<file path="src/rtl/alu_cmd_driver.sv">
// Command-side initiator for the 8-bit registered ALU: buffers op commands in a FIFO,
// issues each one to the ALU for a single cycle and returns the captured result.
package alu_cmd_driver_pkg;
   typedef struct packed {
      logic [3:0] op;
      logic [7:0] a;
      logic [7:0] b;
   } cmd_t;

   localparam logic [3:0] OP_HOLD = 4'hF;
endpackage

module alu_cmd_driver
   import alu_cmd_driver_pkg::*;
#(
   parameter int unsigned DEPTH = 4
) (
   input  logic       clk,
   input  logic       rst,
   input  logic       cmd_valid,
   output logic       cmd_ready,
   input  logic [3:0] cmd_op,
   input  logic [7:0] cmd_a,
   input  logic [7:0] cmd_b,
   output logic       rsp_valid,
   input  logic       rsp_ready,
   output logic [7:0] rsp_data,
   output logic [3:0] rsp_op,
   output logic       rsp_zero,
   output logic       busy,
   output logic [7:0] alu_in1,
   output logic [7:0] alu_in2,
   output logic [3:0] alu_op,
   output logic       alu_rst,
   input  logic [7:0] alu_out
);
   localparam int unsigned PW = (DEPTH > 1) ? $clog2(DEPTH) : 1;
   localparam int unsigned CW = PW + 1;

   typedef enum logic [1:0] {IDLE, ISSUE, CAPT, RESP} state_t;

   state_t        state, state_nxt;
   cmd_t          mem [DEPTH];
   cmd_t          head;
   logic [PW-1:0] wr_ptr, rd_ptr, wr_ptr_nxt, rd_ptr_nxt;
   logic [CW-1:0] count, count_nxt;
   logic          push_c, pop_c;
   logic          cmd_ready_nxt, busy_nxt;
   logic          rsp_valid_nxt, rsp_zero_nxt, alu_rst_nxt;
   logic [7:0]    rsp_data_nxt, alu_in1_nxt, alu_in2_nxt;
   logic [3:0]    rsp_op_nxt, alu_op_nxt;

   assign head = mem[rd_ptr];

   // Next-state and next-output logic; the ALU is held (op 15) outside ISSUE.
   always_comb begin
      state_nxt     = state;
      push_c        = cmd_valid & cmd_ready;
      pop_c         = 1'b0;
      alu_in1_nxt   = alu_in1;
      alu_in2_nxt   = alu_in2;
      alu_op_nxt    = OP_HOLD;
      alu_rst_nxt   = 1'b0;
      rsp_valid_nxt = rsp_valid;
      rsp_data_nxt  = rsp_data;
      rsp_op_nxt    = rsp_op;
      rsp_zero_nxt  = rsp_zero;

      case (state)
         IDLE: begin
            if (count != '0) begin
               pop_c       = 1'b1;
               alu_in1_nxt = head.a;
               alu_in2_nxt = head.b;
               rsp_op_nxt  = head.op;
               // CLEAR is a one-cycle ALU reset pulse rather than a live opcode
               if (head.op == OP_HOLD) alu_rst_nxt = 1'b1;
               else                    alu_op_nxt  = head.op;
               state_nxt   = ISSUE;
            end
         end
         ISSUE: state_nxt = CAPT;
         CAPT: begin
            rsp_data_nxt  = alu_out;
            rsp_zero_nxt  = (alu_out == 8'h00);
            rsp_valid_nxt = 1'b1;
            state_nxt     = RESP;
         end
         RESP: begin
            if (rsp_ready) begin
               rsp_valid_nxt = 1'b0;
               state_nxt     = IDLE;
            end
         end
         default: state_nxt = IDLE;
      endcase

      wr_ptr_nxt    = push_c ? wr_ptr + PW'(1) : wr_ptr;
      rd_ptr_nxt    = pop_c  ? rd_ptr + PW'(1) : rd_ptr;
      count_nxt     = count + CW'(push_c) - CW'(pop_c);
      cmd_ready_nxt = (count_nxt != CW'(DEPTH));
      busy_nxt      = (state_nxt != IDLE) || (count_nxt != '0);
   end

   always_ff @(posedge clk) begin
      if (!rst) begin
         state     <= IDLE;
         wr_ptr    <= '0;
         rd_ptr    <= '0;
         count     <= '0;
         cmd_ready <= 1'b1;
         busy      <= 1'b0;
         rsp_valid <= 1'b0;
         rsp_data  <= 8'h00;
         rsp_op    <= 4'h0;
         rsp_zero  <= 1'b0;
         alu_in1   <= 8'h00;
         alu_in2   <= 8'h00;
         alu_op    <= OP_HOLD;
         alu_rst   <= 1'b1;
      end else begin
         state     <= state_nxt;
         wr_ptr    <= wr_ptr_nxt;
         rd_ptr    <= rd_ptr_nxt;
         count     <= count_nxt;
         cmd_ready <= cmd_ready_nxt;
         busy      <= busy_nxt;
         rsp_valid <= rsp_valid_nxt;
         rsp_data  <= rsp_data_nxt;
         rsp_op    <= rsp_op_nxt;
         rsp_zero  <= rsp_zero_nxt;
         alu_in1   <= alu_in1_nxt;
         alu_in2   <= alu_in2_nxt;
         alu_op    <= alu_op_nxt;
         alu_rst   <= alu_rst_nxt;
      end
   end

   // FIFO storage needs no reset; the pointers define what is valid
   always_ff @(posedge clk) begin
      if (push_c) mem[wr_ptr] <= '{op: cmd_op, a: cmd_a, b: cmd_b};
   end
endmodule
</file>
<file path="config.mk">
export PLATFORM = sky130hd
export DESIGN_NAME = alu_cmd_driver
export DESIGN_NICKNAME = d
export VERILOG_FILES = /design/src/rtl/alu_cmd_driver.sv
export SDC_FILE = /design/constraint.sdc
export NUM_CORES = 1
export LEC_CHECK = 0
export CAP_MARGIN = 20
export CORE_MARGIN = 5
export CORE_UTILIZATION = 58
export DETAILED_ROUTE_END_ITERATION = 6
export GPL_TIMING_DRIVEN = 0
export PLACE_DENSITY = 0.92
export SLEW_MARGIN = 30
export SYNTH_ARGS = -nofsm -noshare
export SYNTH_HDL_FRONTEND = slang
export SYNTH_SLANG_ARGS = --single-unit
</file>
<file path="constraint.sdc">
create_clock -name clk -period 6.5 [get_ports clk]
set_clock_uncertainty 0.2 [all_clocks]
set_input_delay 0.65 -clock clk [delete_from_list [all_inputs] [get_ports clk]]
set_output_delay 0.65 -clock clk [all_outputs]
set_load 0.03 [all_outputs]
</file>
==> metrics <==
outcome completed; height of the chip around 100 µm; max_slew headroom 60.1%; classification of the worst setup path reg2reg; final cycle utilization of the critical path 41.1%; Tot Pwr 2.81 mW; Clock H-tree levels 4; hold buffer count at CTS 0; residual antenna-violating net count after detailed routing 0; Net Sw Power 0.932 mW; Startpoint Class flip-flop; maximum VDD drop roughly 290 µV; Post-synth ARST share 0%; Synth-to-Final Area Change 28.1%; Total Wirelength 10600 µm; number of hold violations in the final report 0; most frequent cells after synthesis sky130_fd_sc_hd__edfxtp_1 (80), sky130_fd_sc_hd__dfxtp_1 (48), sky130_fd_sc_hd__a21oi_1 (35), sky130_fd_sc_hd__nand3_1 (25), sky130_fd_sc_hd__o21ai_0 (23); Worst setup EP type flip-flop; initial standard-cell utilization of the core 58.7%; cts repair resizes 0; Synth Register Bits 128; switching part of the total power about a third; nets in the synthesized netlist ~360; global routing usage on met2 37.4%; Max Transition Viols Final 0; Core ar. 0.00809 mm²; combinational cell fraction of total power about 32%; path category of the worst min-delay check reg2reg; cell area after synthesis 0.00475 mm²; number of enable flip-flop cells after synthesis 80; antenna fix cells 0; top achievable clock speed 0.374 GHz; DIE AREA a little over 0.01 mm²; maximum number of pins on one net before global-route repair 21; TritonCTS clock tree yes; total global-route track usage 22.3%; top-area cell type share of the netlist area between 50% and 60%; Clock Pin Slew Worst Setup and Hold Paths 60 ps; library cell used as clock root buffer sky130_fd_sc_hd__clkbuf_8; CTS max path bufs 2; initial antenna violation count 0; reported max-cap violation count 0; total internal power 1.88 mW; share of final-layout standard cells stronger than drive strength 1 between 10 and 15%; via count 3097; leading cell type by number of instances after synthesis sky130_fd_sc_hd__edfxtp_1; filler cell count in the final layout 474; pre-CTS setup slack 3500 ps; via/cell ratio about 6; floorplan die width 101 µm; iteration count of the initial detailed-routing pass 4; count of standard-cell rows 33; post-synth top area cell sky130_fd_sc_hd__edfxtp_1; Arrival @ worst endpoint 2880 ps; met1 demand-to-capacity share in global routing around 24%; number of top-level pins 69; post-route setup TNS 0 ps; critical-path maximum fanout 10; overall overflow remaining after global route 0; post-CTS setup buffers 0; routability congestion estimate from global placement 0.796; count of input and output buffers 68; portion of total power attributed to the clock network 29.1%; Iter 0 DRT Violations 196; transition time of the tightest slew-check pin 598 ps; final standard cell utilization of the core 75.2%; clock buffer count from CTS 17; Min Clock Period, post-route approximately 2700 ps; placed wire-length estimate between 6000 and 7000 µm; final net count roughly 440; tightest hold margin 253 ps; unrepaired setup endpoints after global routing false; Setup-failing EPs final 0; layer with the highest usage met2; Pwr Density 462 mW/mm²; clock sink total approximately 130; M3 GR Usage 7.27%; wire length of the first global-routing pass 16400 µm; vias in the first global route 3195; number of remaining DRC errors 0; post-synthesis cell count 318; post-DR wirelength/cell 20.2 µm; source-to-sink clock delay at the later pin of the worst-skew pair 520 ps; portion of the post-synthesis area used by sequential elements between 70% and 80%; largest cells by area after synthesis sky130_fd_sc_hd__edfxtp_1 (51%), sky130_fd_sc_hd__dfxtp_1 (20%), sky130_fd_sc_hd__mux4_2 (6.2%), sky130_fd_sc_hd__mux4_1 (3.9%), sky130_fd_sc_hd__a21oi_1 (3.7%); library cells used by synthesis 30; most used flip-flop cell after synthesis sky130_fd_sc_hd__edfxtp_1; Flop pwr share between 30 and 40%; leakage power figure 2.08 nW; synthesized area divided by synthesized cell count 14.9 µm²; count of synthesis-stage warnings from yosys 0; endpoint required time on the critical path 6700 ps; final worst-path setup slack roughly 3800 ps
-- layer usage --
layer | part of all wire [%] | up-vias
li1 | - | 1389
met1 | 36 | 1481
met2 | 51 | 186
met3 | 8.3 | 41
met4 | 4.3 | 0
met5 | 0 | -
-- registers in the layout (all words and copies together) (netlist names), 2 cells and up, named ones only --
register	cells
rsp_data	8
wr_ptr	2
alu_op	4
rsp_op	4
rd_ptr	2
mem	80
state	2
alu_in2	8
alu_in1	8
count	3
-- layout by cell type, fill, tap and decap left out, types with 13 or more instances in the layout --
| cell type | instances |
|---|---|
| sky130_fd_sc_hd__nand3_1 | 25 |
| sky130_fd_sc_hd__dfxtp_1 | 48 |
| sky130_fd_sc_hd__clkbuf_16 | 16 |
| sky130_fd_sc_hd__clkbuf_1 | 15 |
| sky130_fd_sc_hd__a21oi_1 | 35 |
| sky130_fd_sc_hd__o21ai_0 | 23 |
| sky130_fd_sc_hd__nand2_1 | 22 |
| sky130_fd_sc_hd__clkdlybuf4s50_1 | 68 |
| sky130_fd_sc_hd__edfxtp_1 | 80 |
| sky130_fd_sc_hd__mux4_2 | 13 |
-- worst max-delay path, cell delays in order (launching register included) --
cell,delay (ps)
sky130_fd_sc_hd__dfxtp_1,430
sky130_fd_sc_hd__or2_1,140
sky130_fd_sc_hd__clkbuf_1,320
sky130_fd_sc_hd__nor2_1,130
sky130_fd_sc_hd__xnor2_1,160
sky130_fd_sc_hd__ha_1,200
sky130_fd_sc_hd__fa_1,380
sky130_fd_sc_hd__xor2_1,160
sky130_fd_sc_hd__xnor2_1,150
sky130_fd_sc_hd__o31a_1,280
-- power by group through the flow --
stage / sequential (mW) / combinational (mW) / clock, mW
2_1_floorplan: 1.22 / 0.452 / 0
3_3_place_gp: 1.09 / 0.853 / 0
3_5_place_dp: 1.10 / 0.880 / 0
4_1_cts: 1.09 / 0.900 / 0.826
5_1_grt: 1.10 / 0.964 / 0.867
6_report: 1.09 / 0.900 / 0.817
-- cell families (layout without fill, tap and decap cells) --
family | after synthesis | after routing | share of synthesized area, %
multiplexers | 20 | 20 | 10.0
flip-flops | 128 | 128 | 70.8
AND/OR/NAND/NOR | 74 | 74 | 7.74
adder cells (fa/ha/maj) | 6 | 6 | 1.74
AO/OA/AOI/OAI | 61 | 61 | 6.63
buffers and inverters | 25 | 125 | 2.37
XOR/XNOR | 4 | 4 | 0.737
-- final timing paths --
path,end,startpoint,slack (ps),cells past startpoint
hold reg to reg,rsp_zero,rsp_zero,250,2
hold / removal,rsp_zero,rsp_zero,250,2
setup / recovery,busy,state[1],3830,9
setup reg to reg,busy,state[1],3830,9
-- through the flow --
stage / cells / instance area (µm²)
after floorplan: 318 / 4750
after global placement: 491 / 5570
after detailed placement: 491 / 5570
after CTS: 523 / 6090
after global routing: 523 / 6090
final: 523 / 6090
-- final cells by class --
class	count	area, µm²	share of cell area (%)
flip-flops and latches	128	3360	55.3
clock inverters	10	60.1	0.987
well taps	105	131	2.16
repair buffers	68	681	11.2
multi-input cells	165	1280	21.1
inverters	5	18.8	0.308
clock buffers	22	457	7.50
plain buffers	20	93.8	1.54
Note: power is estimated with default switching activity, not from simulation.
